$ cat src/rtl/fpu_cvt_pkg.sv
// fpu_cvt_pkg: shared types and op decode for the FP-to-integer converter
// arbiter. Holds the op codes of the conversion ops, the request and
// shadow-slot records, and the legal-op / op-class decode helpers.
package fpu_cvt_pkg;

   localparam int CVT_TAG_W = 9;   // retire-tag width carried through the queues
   localparam int QDEPTH    = 2;   // entries per requester queue

   // fpoperations encodings used by the conversion path
   localparam logic [7:0] fop_add    = 8'h01;
   localparam logic [7:0] fop_sub    = 8'h02;
   localparam logic [7:0] fop_mul    = 8'h03;
   localparam logic [7:0] fop_cvtD   = 8'h40;
   localparam logic [7:0] fop_cvtE   = 8'h41;
   localparam logic [7:0] fop_cvtS   = 8'h42;
   localparam logic [7:0] fop_cvt32S = 8'h43;
   localparam logic [7:0] fop_cvt32D = 8'h44;
   localparam logic [7:0] fop_tblD   = 8'h45;

   typedef struct packed {
      logic [7:0]           op;
      logic [83:0]          data;
      logic [CVT_TAG_W-1:0] tag;
   } cvt_req_t;

   // One stage of the tracking pipeline that runs alongside the converter
   typedef struct packed {
      logic                 vld;
      logic                 bad;
      logic [CVT_TAG_W-1:0] tag;
      logic [1:0]           src;
   } cvt_shadow_t;

   typedef struct packed {
      logic dbl;
      logic ext;
      logic sng;
      logic verbatim;
      logic is32b;
   } cvt_cls_t;

   function automatic logic cvt_op_legal(input logic [7:0] op);
      case (op)
         fop_cvtD, fop_cvtE, fop_cvtS,
         fop_cvt32S, fop_cvt32D, fop_tblD: return 1'b1;
         default:                          return 1'b0;
      endcase
   endfunction

   // tblD is a table lookup on a double operand: the converter passes
   // the operand through untouched, hence verbatim.
   function automatic cvt_cls_t cvt_op_class(input logic [7:0] op);
      cvt_cls_t c;
      c = '0;
      case (op)
         fop_cvtD:   c.dbl = 1'b1;
         fop_cvtE:   c.ext = 1'b1;
         fop_cvtS:   c.sng = 1'b1;
         fop_cvt32S: begin c.sng = 1'b1; c.is32b = 1'b1; end
         fop_cvt32D: begin c.dbl = 1'b1; c.is32b = 1'b1; end
         fop_tblD:   begin c.dbl = 1'b1; c.verbatim = 1'b1; end
         default:    c = '0;
      endcase
      return c;
   endfunction

endpackage

$ cat src/rtl/fpu_cvt_fifo2.sv
// fpu_cvt_fifo2: 2-entry request FIFO for one converter requester.
// Ports: clk/rst (sync, active-high), flush (empties the FIFO, drops push),
// push/din (accepted only while rdy), pop (head leaves), dout/empty (head),
// rdy (registered "count < QDEPTH", forced low while rst).
module fpu_cvt_fifo2
   import fpu_cvt_pkg::*;
(
   input  logic     clk,
   input  logic     rst,
   input  logic     flush,
   input  logic     push,
   input  logic     pop,
   input  cvt_req_t din,
   output cvt_req_t dout,
   output logic     empty,
   output logic     rdy
);

   cvt_req_t   mem [2];
   logic       rd_ptr;
   logic       wr_ptr;
   logic       rdy_q;
   logic [1:0] cnt;
   logic [1:0] cnt_nxt;
   logic       push_ok;
   logic       pop_ok;

   // rdy_q is the registered full flag; a push at count 1 with a
   // simultaneous pop is fine since rdy_q only looks at the old count.
   assign push_ok = push & rdy_q & ~flush & ~rst;
   assign pop_ok  = pop & (cnt != 2'd0) & ~flush;
   assign cnt_nxt = cnt + {1'b0, push_ok} - {1'b0, pop_ok};
   assign dout    = mem[rd_ptr];
   assign empty   = (cnt == 2'd0);
   // rdy_q idles high through reset so the port reads 1 right after release
   assign rdy     = rdy_q & ~rst;

   always_ff @(posedge clk) begin
      if (rst || flush) begin
         cnt    <= 2'd0;
         rd_ptr <= 1'b0;
         wr_ptr <= 1'b0;
         rdy_q  <= 1'b1;
      end else begin
         cnt   <= cnt_nxt;
         rdy_q <= (int'(cnt_nxt) < QDEPTH);
         if (push_ok) wr_ptr <= ~wr_ptr;
         if (pop_ok)  rd_ptr <= ~rd_ptr;
      end
   end

   always_ff @(posedge clk) begin
      if (push_ok) mem[wr_ptr] <= din;
   end

endmodule

$ cat src/rtl/fpu_cvt_arb.sv
// fpu_cvt_arb: shares one FP-to-integer converter between the three FPU
// pairs. Each requester has a 2-entry queue; one head is granted per
// unstalled cycle round-robin and driven to the converter. A shadow
// pipeline of CVT_LAT stages carries {vld,bad,tag,src} so results come
// back tagged with their requester.
// Ports: clk, rst (sync high), flush, stall (converter enable low);
// reqN_{vld,rdy,op,data,tag} for N=0..2; converter side cvt_en, cvt_A,
// cvt_is*/cvt_verbatim out and cvt_res/cvt_alt in; result side res_vld,
// res_data, res_alt, res_bad, res_tag, res_src.
module fpu_cvt_arb
   import fpu_cvt_pkg::*;
#(
   parameter int CVT_LAT = 2,           // >= 1
   parameter int TAG_W   = CVT_TAG_W    // carried in cvt_req_t, keep equal
) (
   input  logic             clk,
   input  logic             rst,
   input  logic             flush,
   input  logic             stall,
   input  logic             req0_vld,
   output logic             req0_rdy,
   input  logic [7:0]       req0_op,
   input  logic [83:0]      req0_data,
   input  logic [TAG_W-1:0] req0_tag,
   input  logic             req1_vld,
   output logic             req1_rdy,
   input  logic [7:0]       req1_op,
   input  logic [83:0]      req1_data,
   input  logic [TAG_W-1:0] req1_tag,
   input  logic             req2_vld,
   output logic             req2_rdy,
   input  logic [7:0]       req2_op,
   input  logic [83:0]      req2_data,
   input  logic [TAG_W-1:0] req2_tag,
   output logic             cvt_en,
   output logic [81:0]      cvt_A,
   output logic             cvt_isDBL,
   output logic             cvt_isEXT,
   output logic             cvt_isSNG,
   output logic             cvt_verbatim,
   output logic             cvt_is32b,
   input  logic [64:0]      cvt_res,
   input  logic             cvt_alt,
   output logic             res_vld,
   output logic [64:0]      res_data,
   output logic             res_alt,
   output logic             res_bad,
   output logic [TAG_W-1:0] res_tag,
   output logic [1:0]       res_src
);

   // Reset mid-operation must look like a flush on every path
   logic kill;
   assign kill = flush | rst;

   cvt_req_t   q_din  [3];
   cvt_req_t   q_dout [3];
   logic [2:0] q_push;
   logic [2:0] q_pop;
   logic [2:0] q_empty;
   logic [2:0] q_rdy;

   assign q_din[0] = '{op: req0_op, data: req0_data, tag: req0_tag};
   assign q_din[1] = '{op: req1_op, data: req1_data, tag: req1_tag};
   assign q_din[2] = '{op: req2_op, data: req2_data, tag: req2_tag};
   assign q_push   = {req2_vld, req1_vld, req0_vld};
   assign req0_rdy = q_rdy[0];
   assign req1_rdy = q_rdy[1];
   assign req2_rdy = q_rdy[2];

   for (genvar g = 0; g < 3; g++) begin : g_q
      fpu_cvt_fifo2 u_fifo (
         .clk   (clk),
         .rst   (rst),
         .flush (flush),
         .push  (q_push[g]),
         .pop   (q_pop[g]),
         .din   (q_din[g]),
         .dout  (q_dout[g]),
         .empty (q_empty[g]),
         .rdy   (q_rdy[g])
      );
   end

   // ---- round-robin grant: first non-empty queue at or after rr ----
   logic [1:0] rr;
   logic [1:0] win;
   logic [2:0] cand;
   logic       found;
   logic       issue;
   logic       legal;
   cvt_req_t   head;
   cvt_cls_t   cls;

   always_comb begin
      win   = 2'd0;
      found = 1'b0;
      cand  = 3'd0;
      for (int k = 0; k < 3; k++) begin
         cand = {1'b0, rr} + 3'(k);
         if (cand >= 3'd3) cand = cand - 3'd3;
         if (!found && !q_empty[cand[1:0]]) begin
            found = 1'b1;
            win   = cand[1:0];
         end
      end
   end

   always_comb begin
      case (win)
         2'd1:    head = q_dout[1];
         2'd2:    head = q_dout[2];
         default: head = q_dout[0];
      endcase
   end

   assign issue = found & ~stall & ~kill;
   assign legal = cvt_op_legal(head.op);
   assign cls   = cvt_op_class(head.op);
   assign q_pop = {3{issue}} & (3'b001 << win);

   // Illegal ops still pop and take a shadow slot, but never reach the converter
   assign cvt_en       = issue & legal;
   assign cvt_isDBL    = cvt_en & cls.dbl;
   assign cvt_isEXT    = cvt_en & cls.ext;
   assign cvt_isSNG    = cvt_en & cls.sng;
   assign cvt_verbatim = cvt_en & cls.verbatim;
   assign cvt_is32b    = cvt_en & cls.is32b;
   assign cvt_A        = cls.sng ? {16'h0, head.data[65:0]}
                                 : {head.data[83:68], head.data[65:0]};

   always_ff @(posedge clk) begin
      if (rst)        rr <= 2'd0;
      else if (issue) rr <= (win == 2'd2) ? 2'd0 : win + 2'd1;
   end

   // ---- shadow pipeline, frozen with the converter on stall ----
   cvt_shadow_t sh [CVT_LAT];
   cvt_shadow_t last;

   always_ff @(posedge clk) begin
      if (kill) begin
         for (int i = 0; i < CVT_LAT; i++) sh[i].vld <= 1'b0;
      end else if (!stall) begin
         sh[0] <= '{vld: issue, bad: ~legal, tag: head.tag, src: win};
         for (int i = 1; i < CVT_LAT; i++) sh[i] <= sh[i-1];
      end
   end

   assign last = sh[CVT_LAT-1];

   // ---- result: live from the converter when valid, held otherwise ----
   logic [64:0]      live_data;
   logic             live_alt;
   logic [64:0]      hd_data;
   logic             hd_alt;
   logic             hd_bad;
   logic [TAG_W-1:0] hd_tag;
   logic [1:0]       hd_src;

   assign res_vld   = last.vld & ~stall & ~kill;
   assign live_data = last.bad ? 65'd0 : cvt_res;
   assign live_alt  = ~last.bad & cvt_alt;

   assign res_data = res_vld ? live_data : hd_data;
   assign res_alt  = res_vld ? live_alt  : hd_alt;
   assign res_bad  = res_vld ? last.bad  : hd_bad;
   assign res_tag  = res_vld ? last.tag  : hd_tag;
   assign res_src  = res_vld ? last.src  : hd_src;

   always_ff @(posedge clk) begin
      if (rst) begin
         hd_data <= '0;
         hd_alt  <= 1'b0;
         hd_bad  <= 1'b0;
         hd_tag  <= '0;
         hd_src  <= 2'd0;
      end else if (res_vld) begin
         hd_data <= live_data;
         hd_alt  <= live_alt;
         hd_bad  <= last.bad;
         hd_tag  <= last.tag;
         hd_src  <= last.src;
      end
   end

endmodule

$ cat config.mk
export PLATFORM = sky130hd
export DESIGN_NAME = fpu_cvt_arb
export DESIGN_NICKNAME = d
export VERILOG_FILES = /design/src/rtl/fpu_cvt_pkg.sv /design/src/rtl/fpu_cvt_fifo2.sv /design/src/rtl/fpu_cvt_arb.sv
export SDC_FILE = /design/constraint.sdc
export NUM_CORES = 1
export LEC_CHECK = 0
export ABC_CLOCK_PERIOD_IN_PS = 18800
export CAP_MARGIN = 5
export CORE_MARGIN = 2
export CORE_UTILIZATION = 32
export DETAILED_ROUTE_END_ITERATION = 6
export PLACE_DENSITY_LB_ADDON = 0.2
export SLEW_MARGIN = 10
export SYNTH_ARGS = -nofsm -noshare
export SYNTH_HDL_FRONTEND = slang
export SYNTH_SLANG_ARGS = --single-unit
export TNS_END_PERCENT = 5
$ cat constraint.sdc
create_clock -name clk -period 18.8 [get_ports clk]
set_input_delay 3.76 -clock clk [delete_from_list [all_inputs] [get_ports clk]]
set_output_delay 3.76 -clock clk [all_outputs]
set_load 0.005 [all_outputs]
==> flow_metrics.env, run 1 <==
export IMPL_outcome="completed"
export IMPL_hold_buffers=0
export IMPL_crit_family="buffers and inverters"
export IMPL_cts_reportedPaths_clkPinSlew_ns=0.06
export IMPL_cts_setup_buffers=0
export IMPL_cp_start_kind="primary input"
export IMPL_switchingPower_uw=818.3
export IMPL_ys_warn_count=0
export IMPL_setup_slack_ns=7.764
export IMPL_synth_top_family_by_area="compound AO/OA/AOI/OAI gates"
export IMPL_row_count=109
export IMPL_slowest_stage="buf_4"
export IMPL_post_drt_wl_per_cell_um=22.01
export IMPL_drc_errors=0
export IMPL_final_util_pct=42.81
export IMPL_synth_cell_types=47
export IMPL_grt_pass1_vias=17554
export IMPL_hold_class="flop to flop"
export IMPL_drt_initial_drc_count=919
export IMPL_grt_pass1_wl_um=114100
export IMPL_tightest_slew_ns=1.082
export IMPL_yosysTopAreaCell="edfxtp_1"
export IMPL_vias=17242
export IMPL_start_util_pct=32.19
export IMPL_antenna_left=0
export IMPL_hold_viol_final=0
export IMPL_gp_routability_congestion=0.7781
export IMPL_peakVddDrop_v=0.00007404
export IMPL_synth_seq_cells=718
export IMPL_synth_main_ff_cell="edfxtp_1"
export IMPL_yosys_area_share_adder_pct=0.6166
export IMPL_final_nets=2765
export IMPL_synthSimpleGateAreaFrac_pct=7.827
export IMPL_drive_gt1_share_pct=14.64
export IMPL_grt_ovfl_total=0
export IMPL_skew_ns=0.03825
export IMPL_die_area_um2=91170
export IMPL_cpPeakStageDelay_ns=0.68
export IMPL_syn_cell_area_um2=28410
export IMPL_coreArea_um2=88240
export IMPL_dpl_instance_area_um2=35070
export IMPL_synthMuxAreaShare_pct=8.417
export IMPL_p_sw_share_pct=22.31
export IMPL_areaGrowthSynthToFinish_pct=32.98
export IMPL_rsz0062_at_grt="false"
export IMPL_port_buffers=539
export IMPL_p_clk_share_pct=43.0
export IMPL_viasPerCell=4.771
export IMPL_path_buf_inv=5
export IMPL_crit_arrival_ns=7.28
export IMPL_wl_met1_um=31860
export IMPL_die_y_um=301.9
export IMPL_cpMostUsedCell="buf_4"
export IMPL_grt_antenna_before_repair=33
export IMPL_clkSinkCount=718
export IMPL_cts_tree="done"
export IMPL_clock_latency_ns=0.65
export IMPL_finalSetupTns_ns=0
export IMPL_min_period_ns=11.04
export IMPL_wl_met2_um=39290
export IMPL_numCtsBuffers=82
export IMPL_finalHoldWorstSlack_ns=0.4582
export IMPL_routed_top_layer="met5"
export IMPL_dr_pass1_iters=4
export IMPL_power_mw=3.669
export IMPL_r2r_start="rr[0]"
export IMPL_p_int_mw=2.850
export IMPL_final_max_slew_viol_count=0
export IMPL_synth_edf_count=620
export IMPL_timing_fmax_ghz=0.09061
export IMPL_htreeDepth=3
export IMPL_yosysSeqAreaShare_pct=72.45
export IMPL_wl_met3_um=6100
export IMPL_dp_cells=3456
export IMPL_critical_path_max_fanout=96
export IMPL_wirelength_um=79530
export IMPL_crit_path_end_kind="primary output"
export IMPL_worstPathRequired_ns=15.04
export IMPL_syn_num_nets=2237
export IMPL_seq_power_share_pct=48.0
export IMPL_clockBufferDepth=3
export IMPL_cts_repair_resized=0
export IMPL_fp_dieW_um=301.9
export IMPL_synthXorXnorAreaFrac_pct=0.2775
export IMPL_cts_root_buf="clkbuf_16"
export IMPL_final_cells=3614
export IMPL_synth_compound_area_share_pct=8.536
export IMPL_final_area_um2=37780
export IMPL_synthArstFlopShare_pct=0
export IMPL_grt_usage_pct=16.98
export IMPL_hpwl_um=49460
export IMPL_setup_viol=0
export IMPL_ios=546
export IMPL_dpl_worst_slack_ns=7.624
export IMPL_p_per_area_nw_per_um2=97.12
export IMPL_p_leak_nw=12.17
export IMPL_synth_top_cell_area_share_pct=65.54
export IMPL_timing_final_crit_share_pct=58.70
export IMPL_path_class="primary input to primary output"
export IMPL_pwr_share_comb_pct=9.0
export IMPL_critical_path_cell_chain="buf_2, buf_4, or3_1, inv_1, nand2_4, buf_4, mux2_2, clkdlybuf4s50_1"
export IMPL_maxCapViolCount=0
export IMPL_grt_max_degree=97
export IMPL_avgSynthCellArea_um2=15.38
export IMPL_ys_top_cells_by_area="edfxtp_1, mux2_2, dfxtp_1"
export IMPL_hp_start="g_q[2].u_fifo.rd_ptr"
export IMPL_synthesis_instances=1847
export IMPL_critPathLaunch="rst"
export IMPL_max_slew_margin_pct=27.89
-- cells in the mapped netlist (3+ instances only) --
cell      instances
a211oi_1        117
buf_2            10
buf_1            16
and3_1            4
nand2_1          79
o22ai_1           3
xnor2_1           9
ha_1             14
nor3b_1           3
edfxtp_1        620
mux2_2          199
or3_1             4
dfxtp_1          98
clkbuf_1         93
inv_1            17
and2_1           20
nor2b_1         176
nor3_1            4
nor2_1           16
a22oi_1          92
o21ai_0          68
or4b_1            3
a21oi_1          71
nand2b_1         67
mux2i_1          15
-- flip-flops by register name, indices dropped and copies added, names as in the netlist, named ones only --
name	count
hd_data	65
g_q.u_fifo.rdy_q	3
g_q.u_fifo.rd_ptr	3
g_q.u_fifo.cnt	6
hd_alt	1
hd_src	2
hd_bad	1
rr	2
g_q.u_fifo.mem	594
sh	26
g_q.u_fifo.wr_ptr	3
hd_tag	9
-- per-layer routing --
| layer | vias to the layer above | global-route usage [%] |
|---|---|---|
| li1 | 8095 | - |
| met1 | 8460 | 19.88 |
| met2 | 483 | 29.17 |
| met3 | 158 | 5.904 |
| met4 | 46 | 5.422 |
| met5 | - | 0 |
-- path summary, 6_finish.rpt --
check,end,slack [ns],cells after the start
worst max-delay path,res_bad,7.76,8
worst min-delay path,flop,0.46,1
worst max register to register,g_q[1].u_fifo.rdy_q,14.31,14
worst min register to register,flop,0.46,1
-- power groups by stage --
stage | registers (mW) | clock network, mW | logic (mW)
floorplan | 1.80 | 0 | 0.115
global placement | 1.79 | 0 | 0.331
detailed placement | 1.80 | 0 | 0.334
CTS | 1.76 | 1.62 | 0.337
global route | 1.76 | 1.69 | 0.356
finish | 1.76 | 1.58 | 0.329
-- cells in the final DEF, fill, tap and decap left out, types with 4 or more instances in the layout --
master,n
mux2i_1,15
nand2_1,78
clkinv_2,9
buf_4,25
nand2b_1,67
o21ai_0,68
mux2_2,199
or3_1,4
ha_1,10
clkinv_16,5
bufinv_16,7
a22oi_1,92
and2_1,17
nor2b_1,173
clkinvlp_4,5
nor3_1,4
xnor2_1,9
clkbuf_16,83
and3_1,4
clkinv_1,14
edfxtp_1,620
a21oi_1,71
clkdlybuf4s50_1,538
clkbuf_1,22
inv_1,17
a211oi_1,117
diode_2,10
nor2_1,16
dfxtp_1,95
-- cells by family (layout without fill, tap and decap cells) --
group                    after synthesis  in the layout
XOR/XNOR                               9              9
AND/OR/NAND/NOR                      389            389
flip-flops                           718            718
adder cells (fa/ha/maj)               14             14
AO/OA/AOI/OAI                        366            366
buffers and inverters                137            729
other                                  0             10
multiplexers                         214            214
-- final cells by class --
type | count | area (um2)
diodes | 10 | 25.02
clock buffers | 105 | 2160
clock inverters | 43 | 521.8
fillers | 7959 | 50460
inverters | 17 | 63.81
multi-input cells | 992 | 7378
flip-flops and latches | 718 | 20590
well taps | 1165 | 1458
repair buffers | 564 | 5578
(Power assumes the default switching activity.)
==> run 2, diff against run 1 <==
--- a/config.mk
+++ b/config.mk
@@ -5,7 +5,7 @@
 export SDC_FILE = /design/constraint.sdc
 export NUM_CORES = 1
 export LEC_CHECK = 0
-export ABC_CLOCK_PERIOD_IN_PS = 18800
+export ABC_CLOCK_PERIOD_IN_PS = 9800
 export CAP_MARGIN = 5
 export CORE_MARGIN = 2
 export CORE_UTILIZATION = 32
==> constraint.sdc (replaced) <==
create_clock -name clk -period 9.8 [get_ports clk]
set_input_delay 1.96 -clock clk [delete_from_list [all_inputs] [get_ports clk]]
set_output_delay 1.96 -clock clk [all_outputs]
set_load 0.005 [all_outputs]
==> run 2 against run 1 <==
  * Global-route usage shrank 0.062 points
  * Die area did not move
  * Non-clock buffer count up 2
  * Via count shrank 0.63%
  * Hold slack improved by 0.0059 ns
  * Cell count about the same
  * Register-to-register slack got worse by 9.1 ns
  * Largest cell class unchanged
==> flow_metrics.env, run 2 (same netlist as run 1, synthesis figures left out) <==
export IMPL_outcome="completed"
export IMPL_numCtsBuffers=82
export IMPL_r2r_start="rr[0]"
export IMPL_fillers=7969
export IMPL_mostFrequentLayoutCells="edfxtp_1, clkdlybuf4s50_1, mux2_2"
export IMPL_min_period_ns=7.594
export IMPL_drt_initial_drc_count=973
export IMPL_cpPeakStageDelay_ns=0.82
export IMPL_htreeDepth=3
export IMPL_critical_path_cell_chain="inv_1, ha_1, nor3b_1, o31ai_1, o32a_1, ha_4, buf_4, a22o_1, a21oi_1, or3_1, a21boi_0, clkdlybuf4s50_1"
export IMPL_areaGrowthSynthToFinish_pct=32.64
export IMPL_row_count=109
export IMPL_reg2reg_depth=10
export IMPL_setup_viol=0
export IMPL_cts_reportedPaths_clkPinSlew_ns=0.06
export IMPL_grt_pass1_wl_um=113800
export IMPL_post_drt_wl_per_cell_um=21.91
export IMPL_final_cells=3616
export IMPL_wirelength_um=79240
export IMPL_timing_final_crit_share_pct=77.49
export IMPL_r2r_end="sh[0][11]"
export IMPL_ff_latch_area_um2=20590
export IMPL_reg_top3="g_q.u_fifo.mem x594, hd_data x65, sh x26"
export IMPL_tightest_slew_ns=1.083
export IMPL_die_area_um2=91170
export IMPL_multi_input_area_um2=7378
export IMPL_hold_viol_final=0
export IMPL_final_nets=2767
export IMPL_dp_cells=3458
export IMPL_largest_reg_flops=594
export IMPL_cts_setup_buffers=0
export IMPL_slowest_stage="buf_4"
export IMPL_ios=546
export IMPL_cp_start_kind="flop"
export IMPL_cts_tree="done"
export IMPL_die_y_um=301.9
export IMPL_max_slew_margin_pct=27.80
export IMPL_power_mw=6.926
export IMPL_crit_path_end_kind="primary output"
export IMPL_peakVddDrop_v=0.0001272
export IMPL_rsz0062_at_grt="false"
export IMPL_hpwl_um=50090
export IMPL_port_buffers=539
export IMPL_grt_ovfl_total=0
export IMPL_whs_path_depth=1
export IMPL_hold_class="flop to flop"
export IMPL_clockBufferDepth=3
export IMPL_p_leak_nw=12.16
export IMPL_coreArea_um2=88240
export IMPL_path_class="flop to primary output"
export IMPL_dr_pass1_iters=5
export IMPL_final_util_pct=42.70
export IMPL_critical_path_max_fanout=52
export IMPL_hold_buffers=0
export IMPL_final_area_um2=37680
export IMPL_final_common_cell="edfxtp_1"
export IMPL_r2r_slack_ns=5.26
export IMPL_fp_dieW_um=301.9
export IMPL_grt_antenna_before_repair=30
export IMPL_final_max_slew_viol_count=0
export IMPL_drc_errors=0
export IMPL_gp_routability_congestion=0.7805
export IMPL_cts_root_buf="clkbuf_16"
export IMPL_skew_ns=0.04549
export IMPL_grt_max_degree=134
export IMPL_viasPerCell=4.738
export IMPL_regMostFlops="g_q.u_fifo.mem"
export IMPL_grt_pass1_vias=17877
export IMPL_clock_latency_ns=0.63
export IMPL_clkSinkCount=718
export IMPL_vias=17134
export IMPL_timing_fmax_ghz=0.1317
export IMPL_antenna_left=0
export IMPL_worstPathRequired_ns=7.84
export IMPL_start_util_pct=32.19
export IMPL_finalSetupTns_ns=0
export IMPL_crit_arrival_ns=5.63
export IMPL_dpl_instance_area_um2=35080
export IMPL_maxCapViolCount=0
export IMPL_hp_start="g_q[2].u_fifo.rd_ptr"
export IMPL_cts_repair_resized=0
export IMPL_p_per_area_nw_per_um2=183.8
export IMPL_grt_usage_pct=16.92
export IMPL_drive_gt1_share_pct=14.78
-- run 2: cell types whose count changed in the layout (fill, tap and decap cells not counted), sizes merged --
cell | previous run | this run
clkinv | 29 | 32
inv | 19 | 21
diode | 10 | 8
bufinv | 7 | 3
clkinvlp | 5 | 2
clkbuf | 105 | 109
buf | 26 | 28
-- run 2: worst max-delay path by stage --
stage | start | to | slack (ns) | cells after the start
floorplan | rst | g_q[0].u_fifo.mem[0][0] | 2.50 | 3
global placement | flush | res_bad | 2.45 | 8
finish | rr[0] | cvt_is32b | 2.21 | 12
global route | rr[0] | cvt_is32b | 1.80 | 12
CTS | rr[0] | cvt_is32b | 2.06 | 12
detailed placement | flush | res_bad | 2.41 | 8
-- run 2: metal layers --
| metal | routed length [um] | GRT usage (%) |
|---|---|---|
| met5 | 296 | 0 |
| met4 | 1623 | 4.833 |
| met3 | 6173 | 5.760 |
| met2 | 39680 | 29.81 |
| met1 | 31470 | 19.47 |
-- run 2: final cells by class --
| cell class | instances | share of cell area (%) |
|---|---|---|
| inverters | 17 | 0.1694 |
| clock buffers | 109 | 5.881 |
| well taps | 1165 | 3.869 |
| diodes | 8 | 0.05313 |
| multi-input cells | 992 | 19.58 |
| flip-flops and latches | 718 | 54.65 |
| clock inverters | 41 | 0.9563 |
| repair buffers | 566 | 14.84 |
-- run 2: critical path, delay by kind of cell (launching register included) --
family	cells	cell delay [ns]
adders and majority gates	2	0.94
and+or+nand+nor	2	0.53
buffers and inverters	3	1.44
DFF	1	0.39
AOI/OAI and AO/OA	5	1.71
-- run 2: per-stage QoR --
stage                     hold WS, ns  worst slack, ns
final                          0.4641            2.206
after global routing           0.4857            1.798
after CTS                      0.4599            2.058
after detailed placement       0.4491            2.414
after global placement         0.4375            2.450
after floorplan                0.4366            2.503
-- run 2: power breakdown --
part / total [mW] / switching (mW) / leakage, nW / internal (mW)
Combinational: 0.630 / 0.292 / 4.46 / 0.337
Clock: 2.92 / 1.23 / 1.26 / 1.68
Sequential: 3.38 / 0.00977 / 6.44 / 3.37
Total: 6.93 / 1.54 / 12.2 / 5.39
==> run 3, diff against run 2 <==
--- a/config.mk
+++ b/config.mk
@@ -5,7 +5,7 @@
 export SDC_FILE = /design/constraint.sdc
 export NUM_CORES = 1
 export LEC_CHECK = 0
-export ABC_CLOCK_PERIOD_IN_PS = 9800
+export ABC_CLOCK_PERIOD_IN_PS = 7700
 export CAP_MARGIN = 5
 export CORE_MARGIN = 2
 export CORE_UTILIZATION = 32
==> constraint.sdc (replaced) <==
create_clock -name clk -period 7.7 [get_ports clk]
set_input_delay 1.54 -clock clk [delete_from_list [all_inputs] [get_ports clk]]
set_output_delay 1.54 -clock clk [all_outputs]
set_load 0.005 [all_outputs]
==> run 3 against run 2 <==
  * Utilization is 0.13 points higher
  * Routed wire length fell by 0.37%
  * Die area did not move
  * Sequential power is 27% higher
  * Hold slack got worse by 0.0092 ns
  * Global-route usage decreased by 0.064 points
  * First-iteration DRC count is 4.4% lower
  * Critical path depth is 1 higher
  * Clock power grew 30%
==> flow_metrics.env, run 3 (same netlist as run 1, synthesis figures left out) <==
export IMPL_reg_top3="g_q.u_fifo.mem x594, hd_data x65, sh x26"
export IMPL_final_nets=2766
export IMPL_crit_family="compound AO/OA/AOI/OAI gates"
export IMPL_wirelength_um=78950
export IMPL_grt_max_degree=100
export IMPL_viasPerCell=4.782
export IMPL_crit_path_end_kind="primary output"
export IMPL_skew_ns=0.04346
export IMPL_areaGrowthSynthToFinish_pct=33.04
export IMPL_cts_root_buf="clkbuf_16"
export IMPL_dpl_instance_area_um2=35100
export IMPL_antenna_left=0
export IMPL_max_slew_margin_pct=34.31
export IMPL_grt_antenna_before_repair=46
export IMPL_clock_latency_ns=0.65
export IMPL_cpPeakStageDelay_ns=0.63
export IMPL_critical_path_cell_chain="inv_1, ha_1, nor3b_1, o31ai_1, o32a_1, ha_4, nand2_1, o22ai_1, nor2_1, a211oi_4, buf_4, a211oi_1, clkdlybuf4s50_1"
export IMPL_grt_pass1_vias=17899
export IMPL_dr_pass1_iters=5
export IMPL_hold_buffers=0
export IMPL_final_max_slew_viol_count=0
export IMPL_htreeDepth=3
export IMPL_grt_ovfl_total=0
export IMPL_dpl_worst_slack_ns=1.186
export IMPL_drc_errors=0
export IMPL_fp_dieW_um=301.9
export IMPL_min_period_ns=6.992
export IMPL_tightest_slew_ns=0.9853
export IMPL_slowest_stage="o31ai_1"
export IMPL_ios=546
export IMPL_timing_final_crit_share_pct=90.80
export IMPL_drive_gt1_share_pct=14.93
export IMPL_start_util_pct=32.19
export IMPL_crit_arrival_ns=5.45
export IMPL_grt_pass1_wl_um=113500
export IMPL_path_class="flop to primary output"
export IMPL_die_y_um=301.9
export IMPL_timing_fmax_ghz=0.1430
export IMPL_hold_class="flop to flop"
export IMPL_die_area_um2=91170
export IMPL_final_util_pct=42.83
export IMPL_cts_setup_buffers=0
export IMPL_coreArea_um2=88240
export IMPL_cp_start_kind="flop"
export IMPL_cts_repair_resized=0
export IMPL_row_count=109
export IMPL_largest_reg_flops=594
export IMPL_final_common_cell="edfxtp_1"
export IMPL_rsz0062_at_grt="false"
export IMPL_setup_viol=0
export IMPL_path_buf_inv=3
export IMPL_fillers=7965
export IMPL_p_per_area_nw_per_um2=235.5
export IMPL_mostFrequentLayoutCells="edfxtp_1, clkdlybuf4s50_1, mux2_2"
export IMPL_port_buffers=539
export IMPL_numCtsBuffers=82
export IMPL_worstPathRequired_ns=6.16
export IMPL_peakVddDrop_v=0.0001552
export IMPL_setup_slack_ns=0.7082
export IMPL_drt_initial_drc_count=930
export IMPL_power_mw=8.902
export IMPL_critical_path_max_fanout=36
export IMPL_hpwl_um=50140
export IMPL_post_drt_wl_per_cell_um=21.77
export IMPL_gp_routability_congestion=0.7754
export IMPL_final_area_um2=37790
export IMPL_grt_usage_pct=16.86
export IMPL_regMostFlops="g_q.u_fifo.mem"
export IMPL_cts_tree="done"
export IMPL_outcome="completed"
export IMPL_hold_viol_final=0
export IMPL_maxCapViolCount=0
export IMPL_clockBufferDepth=3
export IMPL_p_leak_nw=12.19
export IMPL_vias=17339
export IMPL_cts_reportedPaths_clkPinSlew_ns=0.06
export IMPL_finalSetupTns_ns=0
export IMPL_clkSinkCount=718
==> run 3: routing by layer <==
metal	part of all wire [%]	global-route usage (%)	vias to the layer above	routed length (um)
li1	-	-	8119	-
met1	39	19.07	8473	30750
met2	49	28.89	513	38890
met3	8.5	6.285	172	6743
met4	2.7	6.495	62	2168
met5	0.50	0	-	397
==> run 3: path summary, 6_finish.rpt <==
kind / startpoint / endpoint / slack, ns / cells past startpoint
setup / recovery: rr[0] / cvt_A[70] / 0.71 / 13
hold / removal: g_q[1].u_fifo.rd_ptr / flop / 0.45 / 1
setup reg to reg: rr[0] / g_q[2].u_fifo.rdy_q / 3.43 / 16
hold reg to reg: g_q[1].u_fifo.rd_ptr / flop / 0.45 / 1
==> run 3: metrics by stage <==
step / std cells / hold WS [ns]
finish: 3626 / 0.4549
global route: 3622 / 0.4783
floorplan: 1847 / 0.4366
detailed placement: 3457 / 0.4457
global placement: 3457 / 0.4341
CTS: 3610 / 0.4555
==> run 3: worst reg2reg max path, delay by kind of cell (launching register included) <==
kind                       cells  cell delay (ns)
adders and majority gates      4             1.19
and+or+nand+nor                3             0.90
AOI/OAI and AO/OA              4             0.83
buffers and inverters          3             0.52
DFF                            1             0.38
xor gates and xnor gates       2             0.27
==> run 3: power by group <==
part | switching (mW) | internal [mW] | total (mW)
Combinational | 0.373 | 0.431 | 0.804
Clock | 1.62 | 2.18 | 3.80
Sequential | 0.0129 | 4.29 | 4.30
==> run 3: cell type report <==
type	instances	area, um2	share of cell area (%)
sequential	718	20590	54.48
inverter	17	63.81	0.1688
antenna	16	40.04	0.1059
multi-input combinational	992	7378	19.52
clock inverter	51	505.5	1.337
clock buffer	102	2147	5.681
timing repair buffer	565	5610	14.84
tap	1165	1458	3.857
